File: config.mk
export PLATFORM = sky130hd
export DESIGN_NAME = uart_bus_ctrl
export DESIGN_NICKNAME = d
export VERILOG_FILES = /design/src/rtl/uart_bus_ctrl.sv
export SDC_FILE = /design/constraint.sdc
export NUM_CORES = 1
export LEC_CHECK = 0
export CAP_MARGIN = 20
export CORE_ASPECT_RATIO = 0.6
export CORE_MARGIN = 4
export CORE_UTILIZATION = 54
export CTS_BUF_LIST = sky130_fd_sc_hd__clkbuf_2
export CTS_CLUSTER_SIZE = 24
export DETAILED_ROUTE_END_ITERATION = 12
export DONT_BUFFER_PORTS = 1
export MAX_ROUTING_LAYER = met4
export PLACE_DENSITY = 0.69
export SYNTH_ARGS = -nofsm -noshare
export SYNTH_HDL_FRONTEND = slang
export SYNTH_SLANG_ARGS = --single-unit
File: constraint.sdc
create_clock -name sys_clk -period 3.25 [get_ports sys_clk]
set_clock_uncertainty 0.1 [all_clocks]
set_input_delay 0.8125 -clock sys_clk [delete_from_list [all_inputs] [get_ports sys_clk]]
set_output_delay 0.8125 -clock sys_clk [all_outputs]
set_load 0.05 [all_outputs]
File: src/rtl/uart_bus_ctrl.sv
// Bus-side controller for the UART byte interface: three memory-mapped registers,
// a TX FIFO paced into the sender by a small handshake FSM, and a flagged RX holding register.
module uart_bus_ctrl #(
  parameter logic [31:0] BASE_ADDR    = 32'h40000018,
  parameter int          TX_DEPTH     = 4,
  parameter int          BUSY_TIMEOUT = 4
) (
  input  logic        sys_clk,
  input  logic        reset,
  input  logic [31:0] addr,
  input  logic [31:0] wdata,
  input  logic        MemWrite,
  input  logic        MemRead,
  output logic [31:0] rdata,
  output logic        irq,
  input  logic [7:0]  RX_DATA,
  input  logic        RX_STATUS,
  input  logic        TX_STATUS,
  output logic [7:0]  TX_DATA,
  output logic        TX_EN
);

  localparam int AW = $clog2(TX_DEPTH);
  localparam int CW = AW + 1;
  localparam int TW = $clog2(BUSY_TIMEOUT + 1);

  typedef enum logic [1:0] {
    IDLE      = 2'd0,
    LAUNCH    = 2'd1,
    WAIT_BUSY = 2'd2,
    WAIT_IDLE = 2'd3
  } tx_state_t;

  tx_state_t      r_state;
  logic [7:0]     r_fifo [TX_DEPTH];
  logic [AW-1:0]  r_wr_ptr;
  logic [AW-1:0]  r_rd_ptr;
  logic [CW-1:0]  r_count;
  logic [TW-1:0]  r_busy_cnt;
  logic [7:0]     r_last_tx;
  logic [7:0]     r_tx_data;
  logic           r_tx_en;
  logic [7:0]     r_rx_buf;
  logic           r_rx_valid;
  logic           r_rx_overrun;
  logic           r_tx_drop;
  logic           r_rx_irq_en;
  logic           r_tx_irq_en;
  logic           r_irq;

  logic           w_tx_sel;
  logic           w_rx_sel;
  logic           w_cs_sel;
  logic           w_full;
  logic           w_empty;
  logic           w_push_req;
  logic           w_push;
  logic           w_pop;
  logic           w_rx_read;
  logic           w_cs_wr;
  logic           w_tx_busy;
  logic [2:0]     w_count3;
  logic [31:0]    w_status;
  logic           w_unused;

  assign w_tx_sel   = (addr == BASE_ADDR);
  assign w_rx_sel   = (addr == BASE_ADDR + 32'd4);
  assign w_cs_sel   = (addr == BASE_ADDR + 32'd8);
  assign w_full     = (r_count == CW'(TX_DEPTH));
  assign w_empty    = (r_count == '0);
  assign w_push_req = MemWrite & w_tx_sel;
  assign w_push     = w_push_req & ~w_full;
  assign w_pop      = (r_state == LAUNCH);
  assign w_rx_read  = MemRead & w_rx_sel;
  assign w_cs_wr    = MemWrite & w_cs_sel;
  assign w_tx_busy  = (r_state != IDLE) | ~w_empty;
  assign w_unused   = ^wdata[31:8];

  generate
    if (CW >= 3) begin : g_cnt_trunc
      assign w_count3 = r_count[2:0];
    end else begin : g_cnt_ext
      assign w_count3 = {{(3-CW){1'b0}}, r_count};
    end
  endgenerate

  assign w_status = {21'b0, w_count3, r_tx_irq_en, r_rx_irq_en, r_tx_drop, w_tx_busy,
                     r_rx_overrun, r_rx_valid, w_empty, w_full};

  always_comb begin
    rdata = 32'b0;
    if (w_tx_sel)      rdata = {24'b0, r_last_tx};
    else if (w_rx_sel) rdata = {24'b0, r_rx_buf};
    else if (w_cs_sel) rdata = w_status;
  end

  // Storage carries no reset so it can map onto plain RAM; only pointers and count are cleared.
  always_ff @(posedge sys_clk) begin
    if (w_push) r_fifo[r_wr_ptr] <= wdata[7:0];
  end

  always_ff @(posedge sys_clk or posedge reset) begin
    if (reset) begin
      r_wr_ptr  <= '0;
      r_rd_ptr  <= '0;
      r_count   <= '0;
      r_last_tx <= 8'h00;
      r_tx_drop <= 1'b0;
    end else begin
      if (w_push) begin
        r_wr_ptr  <= r_wr_ptr + AW'(1);
        r_last_tx <= wdata[7:0];
      end
      if (w_pop) r_rd_ptr <= r_rd_ptr + AW'(1);
      case ({w_push, w_pop})
        2'b10:   r_count <= r_count + CW'(1);
        2'b01:   r_count <= r_count - CW'(1);
        default: r_count <= r_count;
      endcase
      if (w_cs_wr && wdata[3]) r_tx_drop <= 1'b0;
      if (w_push_req && w_full) r_tx_drop <= 1'b1;
    end
  end

  // TX_EN and TX_DATA are loaded on the IDLE->LAUNCH edge so they are valid exactly during LAUNCH.
  always_ff @(posedge sys_clk or posedge reset) begin
    if (reset) begin
      r_state    <= IDLE;
      r_tx_en    <= 1'b0;
      r_tx_data  <= 8'h00;
      r_busy_cnt <= '0;
    end else begin
      r_tx_en <= 1'b0;
      case (r_state)
        IDLE: begin
          if (!w_empty && TX_STATUS) begin
            r_state   <= LAUNCH;
            r_tx_en   <= 1'b1;
            r_tx_data <= r_fifo[r_rd_ptr];
          end
        end
        LAUNCH: begin
          r_state    <= WAIT_BUSY;
          r_busy_cnt <= '0;
        end
        WAIT_BUSY: begin
          if (!TX_STATUS)
            r_state <= WAIT_IDLE;
          else if (r_busy_cnt == TW'(BUSY_TIMEOUT - 1))
            r_state <= IDLE;
          else
            r_busy_cnt <= r_busy_cnt + TW'(1);
        end
        WAIT_IDLE: begin
          if (TX_STATUS) r_state <= IDLE;
        end
        default: r_state <= IDLE;
      endcase
    end
  end

  always_ff @(posedge sys_clk or posedge reset) begin
    if (reset) begin
      r_rx_buf     <= 8'h00;
      r_rx_valid   <= 1'b0;
      r_rx_overrun <= 1'b0;
      r_rx_irq_en  <= 1'b0;
      r_tx_irq_en  <= 1'b0;
      r_irq        <= 1'b0;
    end else begin
      if (w_cs_wr) begin
        r_rx_irq_en <= wdata[0];
        r_tx_irq_en <= wdata[1];
        if (wdata[2]) r_rx_overrun <= 1'b0;
      end
      // A new byte arriving alongside a data read replaces the one being read without overrun.
      if (RX_STATUS) begin
        r_rx_buf   <= RX_DATA;
        r_rx_valid <= 1'b1;
        if (r_rx_valid && !w_rx_read) r_rx_overrun <= 1'b1;
      end else if (w_rx_read) begin
        r_rx_valid <= 1'b0;
      end
      r_irq <= (r_rx_irq_en & r_rx_valid) | (r_tx_irq_en & w_empty & (r_state == IDLE));
    end
  end

  assign TX_EN   = r_tx_en;
  assign TX_DATA = r_tx_data;
  assign irq     = r_irq;

endmodule

Word-level counts from Yosys, hierarchy flattened --
Memory sizes are Yosys's and may differ from the RTL's. A register that Yosys moved wholly into a read port is not among the register bits. Index checks and enable logic that the tools add are counted.
Storage, ports and cells: register bits 35, memory bits (writable) 32, input port bits 78, output and inout bits 42, logic and storage cells 86, memories 1
Memories:
- r_fifo | words 4, width 8, rd ports 1, clocked after memory_dff 1, write ports 1, line 35 | logic [7:0] r_fifo [TX_DEPTH];
Cells by class: add/subtract/negate cells 5, equal/unequal tests 15, mux-type cells 24, bitwise logic cells 11, reductions and logical operators 16
Operators with widths (number):
- $eq A32 B31 Y1 const B | 3
- $mux W11 | 3
- $mux W1 | 12
- $pmux W3 S2 | 2
- $reduce_bool A2 Y1 | 5
- $mux W2 | 4
- $ne A2 B2 Y1 const B | 4
- $pmux W2 S4 | 1
- $and A1 B1 Y1 | 7
- $add A3 B1 Y3 const B | 2
- $eq A2 B2 Y1 const B | 3
- $mux W3 | 2
- $reduce_and A3 Y1 | 2
- $add A2 B1 Y2 const B | 2
- $eq A2 B1 Y1 const B | 2
- $logic_and A1 B1 Y1 | 4
- $eq A3 B2 Y1 const B | 1
- $eq A3 B3 Y1 const B | 1
- $logic_not A3 Y1 | 1
- $ne A3 B3 Y1 const B | 1
- $sub A3 B1 Y3 const B | 1
- $logic_not A1 Y1 | 2
- $logic_not A2 Y1 | 1
- $not A1 Y1 | 2
- other kinds (2) | 3

Longest topological paths before layout --
Gate-level depths: netlist (run 1).
depth in word-level cells 6, mapped depth 12

Least setup slack after synthesis (run 1) --
OpenSTA, ideal clock, no wires.
kind input-to-output, start input addr[2], end output rdata[2], data arrival time 2.999 ns, setup slack -0.661 ns, cell stages on the path 4, cell sequence clkbuf_1 -> nor4b_1 -> a21oi_1 -> nor3_1
Between the ends: cells in the longest elaborated chain, start to end 4, elaborated cells on any way between the ends 6, classes of those cells 3 x eq/ne; 3 x mux
Ends and longest elaborated chain:
- from (decl) | line 10 | input logic [31:0] addr,
- $eq A32 B31 Y1 | line 68 | assign w_cs_sel = (addr == BASE_ADDR + 32'd8);
- $mux W11 | line 94 | else if (w_cs_sel) rdata = w_status;
- $mux W11 | line 93 | else if (w_rx_sel) rdata = {24'b0, r_rx_buf};
- $mux W11 * | line 92 | if (w_tx_sel) rdata = {24'b0, r_last_tx};
- to (decl) | line 14 | output logic [31:0] rdata,
Every way passes the cells marked *; elsewhere a longest branch is shown, timed or not.

Worst setup path after layout (run 1) --
start input addr[4], end output rdata[1]
The elaborated chain is that of the path after synthesis.

==> results.md, run 1 <==
- Status: complete, no violations
- Layout Area Growth over Synthesis: 15.63%
- CTS Buf Count: 9
- Starting Density: between 50 and 60%
- Register area share after synthesis: approximately 58%
- CP Cell Sequence: or4b_2 -> o22ai_1 -> o21ai_0 -> nor2_4 -> buf_12
- Synth top area cells: dfrtp_1 31%, edfxtp_1 27%, mux2_2 7.1%
- Buffers added on ports: 0
- DP Wirelength: around 5400 um
- Fin. Hold Viols: 0
- Critical Path AT: 2.24 ns
- Drt first pass iters: 4
- Post-CTS sizing: 0
- GRT Total Usage: about 20%
- Initial antenna violation count: 0
- Worst IR Drop VDD: 440.0 uV
- Antenna-violating nets left: 0
- TNS Setup: 0 ns
- Total gr overflow: 0
- Core area: 6193 sq um
- YS warnings: 0
- Post-synth EDFFs: 32
- F_max: 317.1 MHz
- Post-synthesis area per instance: 12.77 sq um
- PD cells: 638.2 nW/um^2
- Post-synth design cell area: 3498 sq um
- Seq cells post-synth: 75
- DR WL/cell: 18.66 um
- Setup crit end kind: output pin
- Max_slew headroom: between 40% and 50%
- Worst EP required: 2.34 ns
- Vias/cell: 5.609
- Setup-violating endpoint count in the final report: 0
- Crit-path slowest cell: or4b_2
- Post-CTS setup buffer count: 0
- Yosys top cell area share: between 30% and 40%
- Routability cong.: ~0.79
- Top Ports: 120
- Leakage power: 1.658 nW
- Tmin final: 3.154 ns
- Clk slew on worst S/H paths: 0.21 ns
- Worst setup SP type: input port
- NumNets Final: 380
- Die height: 70.35 um
- Root buffer cell: clkbuf_2
- CP Class: in -> out
- # DRC: 0
- Async S/R FF share, synth: 57.33%
- Layout fillers: 468
- Sink Count: 75
- H-tree levels: 3
- Distinct cells, synth: 42
- WP buf/inv: 1
- Final slew viol count: 0
- RSZ-0062 raised after global routing: no
- Vias in the first global route: 2196
- Max FO, Critical Path: 5
- DRT Wirelength: roughly 7000 um
- Via count: about 2.2k
- Die footprint: ~7900 sq um
- Max Cap Viol: 0
- Crit share post-route: 97.04%
- Final core occ: 65.31%
- DIE WIDTH: 111.9 um
- CTS tree: done
- Ratio of cells with drive above 1 in the final layout: 29.10%
- Global-route wire length before repair: roughly 12000 um
- CP peak stage delay: 0.76 ns
- Iteration-0 DRC count of the detailed router: 136
- Cell count after synthesis: 274
- Crit path max-delay family: simple AND/OR/NAND/NOR gates
- Cts hold-fix bufs: 0
- Worst skew pair latency: 0.55 ns
- Slew at the pin closest to its max-slew limit: 0.8771 ns
- Largest area contributor in the synthesized netlist: dfrtp_1
- Hold slack: 0.09483 ns
- CTS max path bufs: 2
- Min-Delay Path Class: in -> async
- Rows: 22
- Most common flop cell mapped by yosys: dfrtp_1
- Pin count of the biggest net entering global routing: 24
cells in the mapped netlist (3+ instances only):
library cell / n
dfrtp_1: 43
edfxtp_1: 32
mux2_2: 22
buf_4: 21
inv_1: 18
nand2_1: 16
o21ai_0: 13
a21oi_1: 11
nor2_1: 11
nor3_1: 9
nor4_1: 9
mux4_2: 8
clkbuf_1: 7
ha_1: 7
and2_1: 4
nand3_1: 4
nor2b_1: 3
o22ai_1: 3
xnor2_1: 3
xor2_1: 3
worst reg2reg max path: cells and delay by family, from the launching register on:
kind / cells / cell delay, ns
XOR/XNOR: 2 / 0.30
adder cells (fa/ha/maj): 2 / 0.56
buffers and inverters: 2 / 0.15
flip-flops: 1 / 0.46
AND/OR/NAND/NOR: 4 / 0.82
cells by family (layout without fill, tap and decap cells):
family | count (synthesis) | count (layout) | synth area share (%)
buffers and inverters | 48 | 53 | 7.439
XOR/XNOR | 6 | 6 | 1.502
AO/OA/AOI/OAI | 35 | 35 | 5.866
other | 1 | 22 | 0.1072
multiplexers | 32 | 32 | 12.80
AND/OR/NAND/NOR | 69 | 69 | 10.98
adder cells (fa/ha/maj) | 8 | 8 | 3.076
flip-flops | 75 | 75 | 58.23
stage by stage:
step	power [mW]	cell area [sq um]	worst slack (ns)	instances
after floorplan	1.910	3704	0.003998	294
after global placement	1.971	3894	0.1128	367
after detailed placement	2.004	3894	0.09528	367
after CTS	2.603	4038	0.08783	383
after global routing	2.721	4043	0.06748	383
final	2.582	4045	0.09623	384
path summary, 6_finish.rpt:
kind,endpoint,cells after the start,from,slack [ns]
setup / recovery,rdata[1],5,addr[4],0.1
hold / removal,r_rx_buf[7],1,reset,0.09
setup reg to reg,r_count[2],10,r_count[0],0.81
hold reg to reg,r_count[0],1,r_count[0],0.42
max in group asynchronous,r_rd_ptr[0],2,reset,2.21
min in group sys_clk,r_rx_buf[2],1,RX_STATUS,0.24
placed cells by master (no fill, tap or decap), drive strengths merged, types with 3 or more instances in the layout:
master   n
a21oi   11
and2     4
buf     19
clkbuf   9
clkinv   3
conb    21
dfrtp   43
edfxtp  32
ha       7
inv     19
mux2    22
mux4     8
nand2   16
nand3    4
nor2    11
nor2b    3
nor3     9
nor4    10
o21ai   13
o22ai    3
xnor2    3
xor2     3
sequential cells by signal, summed over array words and instances (netlist names), 2 cells and up:
name	flops
r_fifo	32
TX_DATA	8
r_last_tx	8
r_rx_buf	8
r_busy_cnt	3
r_count	3
r_rd_ptr	2
r_state	2
r_wr_ptr	2
layout make-up:
type | count | area, sq um | area share, %
multi-input cells | 171 | 1409 | 34.83
diodes | 1 | 2.502 | 0.06186
repair buffers | 19 | 280.3 | 6.929
flip-flops and latches | 75 | 2037 | 50.36
clock buffers | 9 | 45.04 | 1.114
well taps | 84 | 105.1 | 2.598
inverters | 18 | 67.56 | 1.670
clock inverters | 7 | 98.84 | 2.444
metal layers:
metal,up-vias,global-route usage (%),routed length [um]
met5,-,-,0
met4,0,4.453,57
met3,6,7.965,599
met2,79,27.82,3285
met1,1080,27.31,3225
li1,989,-,-
power breakdown:
group / leakage, nW / switching [mW] / internal (mW)
registers: 0.822 / 0.359 / 1.11
clock network: 0.0829 / 0.341 / 0.260
logic: 0.753 / 0.256 / 0.257
total: 1.66 / 0.956 / 1.63
(Power assumes the default switching activity.)
==> run 2: changes to the inputs <==
==> constraint.sdc (replaced) <==
create_clock -name sys_clk -period 3.75 [get_ports sys_clk]
set_clock_uncertainty 0.1 [all_clocks]
set_input_delay 0.9375 -clock sys_clk [delete_from_list [all_inputs] [get_ports sys_clk]]
set_output_delay 0.9375 -clock sys_clk [all_outputs]
set_load 0.05 [all_outputs]
==> run 2 against run 1 <==
Effect of this change:
- setup slack improved by 0.21 ns
- clock power fell by 40%
- largest cell class unchanged
- wire length fell by 4.5%
- core utilization fell by 5.2 points
- die area did not move
- non-clock buffer count fell by 3
- power fell by 20%
- cell count fell by 1.0%
==> results.md, run 2 (synthesis results as in run 1) <==
- Worst skew pair latency: 0.49 ns
- Cts hold-fix bufs: 0
- # DRC: 0
- Clk slew on worst S/H paths: 0.20 ns
- RSZ-0062 raised after global routing: no
- GRT Total Usage: 18.82%
- Final std cells w/o fill: 380
- DIE WIDTH: 111.9 um
- Total gr overflow: 0
- Layout fillers: 501
- Most common cell after layout, fill and taps aside: dfrtp_1
- DRT Wirelength: approximately 7000 um
- Starting Density: around 56%
- Setup crit end kind: output pin
- CTS max path bufs: 2
- Sink Count: 75
- Antenna-violating nets left: 0
- Top Ports: 120
- Drt first pass iters: 4
- DP Wirelength: 5061 um
- Rows: 22
- Vias/cell: 5.411
- Initial antenna violation count: 0
- Critical Path AT: 2.41 ns
- Final slew viol count: 0
- Worst setup SP type: input port
- Pin count of the biggest net entering global routing: 33
- Crit share post-route: approximately 92%
- TNS Setup: 0 ns
- CP Class: in -> out
- Worst slack at placement: roughly 0.32 ns
- Ratio of cells with drive above 1 in the final layout: 25.68%
- H-tree levels: 3
- Cells after DPL: 364
- Post-CTS setup buffer count: 0
- Max Cap Viol: 0
- Post-CTS sizing: 0
- Root buffer cell: clkbuf_2
- Max reg flops: 32
- Status: complete, no violations
- Max FO, Critical Path: 6
- Min-Delay Path Class: in -> async
- Via count: just over 2k
- PD cells: 553.5 nW/um^2
- Leakage power: 1.566 nW
- Most frequent cells in the layout: 43 x dfrtp_1, 32 x edfxtp_1, 22 x mux2_2, 21 x conb_1, 17 x inv_1
- Die height: 70.35 um
- CTS tree: done
- DR WL/cell: 18.02 um
- Layout Area Growth over Synthesis: 6.402%
- Reg-to-Reg Start: r_count[0]
- Most flops, register: r_fifo
- Global-route wire length before repair: 11040 um
- NumNets Final: 377
- R2R depth: 11
- Setup-violating endpoint count in the final report: 0
- Core area: 6193 sq um
- Tmin final: 3.447 ns
- CTS Buf Count: 9
- F_max: 290.1 MHz
- Reg2reg end: r_count[2]
- Buffers added on ports: 0
- Die footprint: 7872 sq um
- Iteration-0 DRC count of the detailed router: 126
- Fin. Hold Viols: 0
- Final core occ: 60.10%
- Vias in the first global route: 2103
- Reg2reg setup slack: 1.19 ns
- Worst IR Drop VDD: 323.1 uV
- Setup slack after layout: ~0.30 ns
- Slew at the pin closest to its max-slew limit: between 0.7 and 0.8 ns
- Routability cong.: 0.7914
- Hold slack: 0.1582 ns
- Max_slew headroom: 51.43%
- Worst EP required: 2.71 ns
- ANT cells: 0
run 2: cell count changes in the layout (fill, tap and decap cells not counted), moves of 6 or more:
cell / before / now
nor3_2: 1 / 7
buf_12: 11 / 0
buf_4: 8 / 16
nor3_4: 7 / 0
run 2: through the flow:
| step | cell area [sq um] | power (mW) |
|---|---|---|
| after floorplan | 3598 | 1.646 |
| after global placement | 3641 | 1.701 |
| after detailed placement | 3641 | 1.725 |
| after CTS | 3722 | 2.082 |
| after global routing | 3722 | 2.182 |
| final | 3722 | 2.060 |
run 2: worst max-delay path by stage:
stage          startpoint  endpoint  slack (ns)  depth (start not counted)
2_1_floorplan    addr[18]  rdata[8]       -0.40                          5
3_3_place_gp      addr[4]  rdata[4]        0.33                          3
3_5_place_dp      addr[4]  rdata[4]        0.32                          3
4_1_cts           addr[4]  rdata[4]        0.31                          3
5_1_grt          addr[18]  rdata[8]        0.25                          5
6_report          addr[4]  rdata[4]        0.30                          3
run 2: critical path, cell delays in order:
cell	delay, ns
or4b_2	0.79
o22ai_1	0.22
o211a_1	0.46
run 2: layout make-up:
cell class | instances | area (sq um) | share of cell area [%]
multi-input combinational | 171 | 1311 | 35.23
timing repair buffer | 16 | 120.1 | 3.227
sequential | 75 | 2037 | 54.72
clock buffer | 13 | 65.06 | 1.748
tap | 84 | 105.1 | 2.824
clock inverter | 3 | 16.27 | 0.4370
inverter | 18 | 67.56 | 1.815
run 2: power by group:
part	total (mW)	switching [mW]	internal, mW
combinational	0.432	0.211	0.221
clock	0.361	0.265	0.0962
sequential	1.27	0.306	0.961
total	2.06	0.782	1.28
run 2: routing by layer:
layer	track usage, %	vias to the layer above	wire length, um	part of all wire [%]
met2	26.03	48	3077	45
met4	4.588	0	31	0.45
met5	-	-	0	0
met3	6.147	5	378	5.5
li1	-	971	-	-
met1	26.93	1032	3359	49
==> run 3: changes to the inputs <==
--- a/config.mk
+++ b/config.mk
@@ -7,7 +7,7 @@
 export LEC_CHECK = 0
 export CAP_MARGIN = 20
 export CORE_ASPECT_RATIO = 0.6
-export CORE_MARGIN = 4
+export CORE_MARGIN = 3
 export CORE_UTILIZATION = 54
 export CTS_BUF_LIST = sky130_fd_sc_hd__clkbuf_2
 export CTS_CLUSTER_SIZE = 24
==> run 3 against run 2 <==
Effect of this change:
- global-route usage rose by 1.7 points
- register-to-register slack got worse by 0.02 ns
- cell count unchanged
- sequential power barely moved
- clock power grew 40%
- sequential share of layout area shrank 0.85 points
- die area down 4.6%
- hold slack gained 0.066 ns
- core utilization rose by 0.95 points
- first-iteration DRC count grew 40%
- critical path type unchanged
==> results.md, run 3 (synthesis results as in run 1) <==
- Status: complete, no violations
- Reg2reg end: r_count[2]
- Most frequent cells in the layout: 43 x dfrtp_1, 32 x edfxtp_1, 22 x mux2_2, 21 x conb_1, 17 x inv_1
- NumNets Final: roughly 380
- Post-CTS sizing: 0
- Critical Path AT: 2.40 ns
- ANT cells: 0
- GRT Total Usage: 20.50%
- Vias/cell: 5.503
- RSZ-0062 raised after global routing: no
- Starting Density: 56.48%
- Max_slew headroom: between 40% and 50%
- CTS Buf Count: 9
- Setup-violating endpoint count in the final report: 0
- Reg-to-Reg Start: r_count[0]
- CTS max path bufs: 2
- Worst EP required: 2.71 ns
- Buffers added on ports: 0
- Crit share post-route: about nine tenths
- Post-CTS setup buffer count: 0
- CTS tree: done
- Final slew viol count: 0
- Via count: 2091
- DR WL/cell: 17.95 um
- F_max: roughly 290 MHz
- Max Cap Viol: 0
- Sink Count: between 70 and 80
- Total gr overflow: 0
- Final core occ: approximately 61%
- Reg2reg setup slack: 1.17 ns
- PD cells: 584.3 nW/um^2
- Fin. Hold Viols: 0
- Core area: 6193 sq um
- Drt first pass iters: 4
- Initial antenna violation count: 0
- Root buffer cell: clkbuf_2
- Setup slack after layout: 0.3083 ns
- DRT Wirelength: about 6800 um
- Layout Area Growth over Synthesis: 8.083%
- Worst IR Drop VDD: 278.1 uV
- Slew at the pin closest to its max-slew limit: 0.7908 ns
- DP Wirelength: between 5000 and 6000 um
- DIE WIDTH: 109.9 um
- Worst skew pair latency: 0.51 ns
- H-tree levels: 3
- Ratio of cells with drive above 1 in the final layout: 25.68%
- Pin count of the biggest net entering global routing: 25
- Iteration-0 DRC count of the detailed router: about 180
- Max FO, Critical Path: 6
- # DRC: 0
- Cells after DPL: approximately 360
- Most common cell after layout, fill and taps aside: dfrtp_1
- Layout fillers: ~530
- Final std cells w/o fill: 380
- TNS Setup: 0 ns
- Antenna-violating nets left: 0
- Max reg flops: 32
- Routability cong.: between 0.8 and 0.9
- Min-Delay Path Class: in -> async
- Global-route wire length before repair: 10870 um
- Total power: 2.209 mW
- Vias in the first global route: 2042
- Worst slack at placement: around 0.31 ns
- Setup crit end kind: output pin
- Most flops, register: r_fifo
- Cts hold-fix bufs: 0
- Leakage power: 1.586 nW
- R2R depth: 11
- Die height: approximately 68 um
- Clk slew on worst S/H paths: 0.21 ns
- Rows: 22
- CP Class: in -> out
- Top Ports: 120
- Die footprint: 7512 sq um
- Worst setup SP type: input port
- Tmin final: 3.442 ns
==> run 3: cell types whose count changed in the layout (fill, tap and decap cells not counted) <==
cell	previous run	this run
clkbuf_2	13	10
bufinv_16	0	2
clkinv_4	0	2
inv_2	1	0
==> run 3: routing by layer <==
| metal | global-route usage [%] | up-vias | wire, um | part of all wire, % |
|---|---|---|---|---|
| li1 | - | 976 | - | - |
| met1 | 27.96 | 1032 | 3055 | 45 |
| met2 | 29.38 | 73 | 3091 | 45 |
| met3 | 6.880 | 10 | 593 | 8.7 |
| met4 | 5.910 | 0 | 80 | 1.2 |
| met5 | - | - | 0 | 0 |
==> run 3: stage by stage <==
stage	hold slack (ns)	cell area, sq um
global placement	0.3925	3641
detailed placement	0.3966	3641
CTS	0.2042	3781
global route	0.1989	3781
finish	0.2242	3781
floorplan	0.3590	3598
==> run 3: worst max path at each step <==
| stage | start | to | slack, ns | depth (start not counted) |
|---|---|---|---|---|
| after detailed placement | addr[4] | rdata[4] | 0.31 | 3 |
| final | addr[4] | rdata[4] | 0.31 | 3 |
| after global routing | addr[4] | rdata[0] | 0.26 | 5 |
| after global placement | addr[4] | rdata[4] | 0.33 | 3 |
| after floorplan | addr[18] | rdata[8] | -0.40 | 5 |
| after CTS | addr[4] | rdata[4] | 0.32 | 3 |
==> run 3: final cells by class <==
| class | count | area, sq um | share of cell area [%] |
|---|---|---|---|
| clock buffers | 10 | 50.05 | 1.324 |
| clock inverters | 6 | 90.09 | 2.383 |
| inverters | 18 | 67.56 | 1.787 |
| multi-input cells | 171 | 1311 | 34.68 |
| flip-flops and latches | 75 | 2037 | 53.87 |
| well taps | 84 | 105.1 | 2.780 |
| repair buffers | 16 | 120.1 | 3.177 |
==> run 3: where the power goes <==
| group | leakage (nW) | internal [mW] | switching (mW) | total [mW] |
|---|---|---|---|---|
| combinational | 0.682 | 0.221 | 0.215 | 0.436 |
| clock | 0.0821 | 0.224 | 0.282 | 0.507 |
| sequential | 0.822 | 0.961 | 0.306 | 1.27 |
| total | 1.59 | 1.41 | 0.804 | 2.21 |
==> run 3: critical path, stage by stage <==
cell	delay, ns
or4b_2	0.80
o22ai_1	0.21
o211a_1	0.45
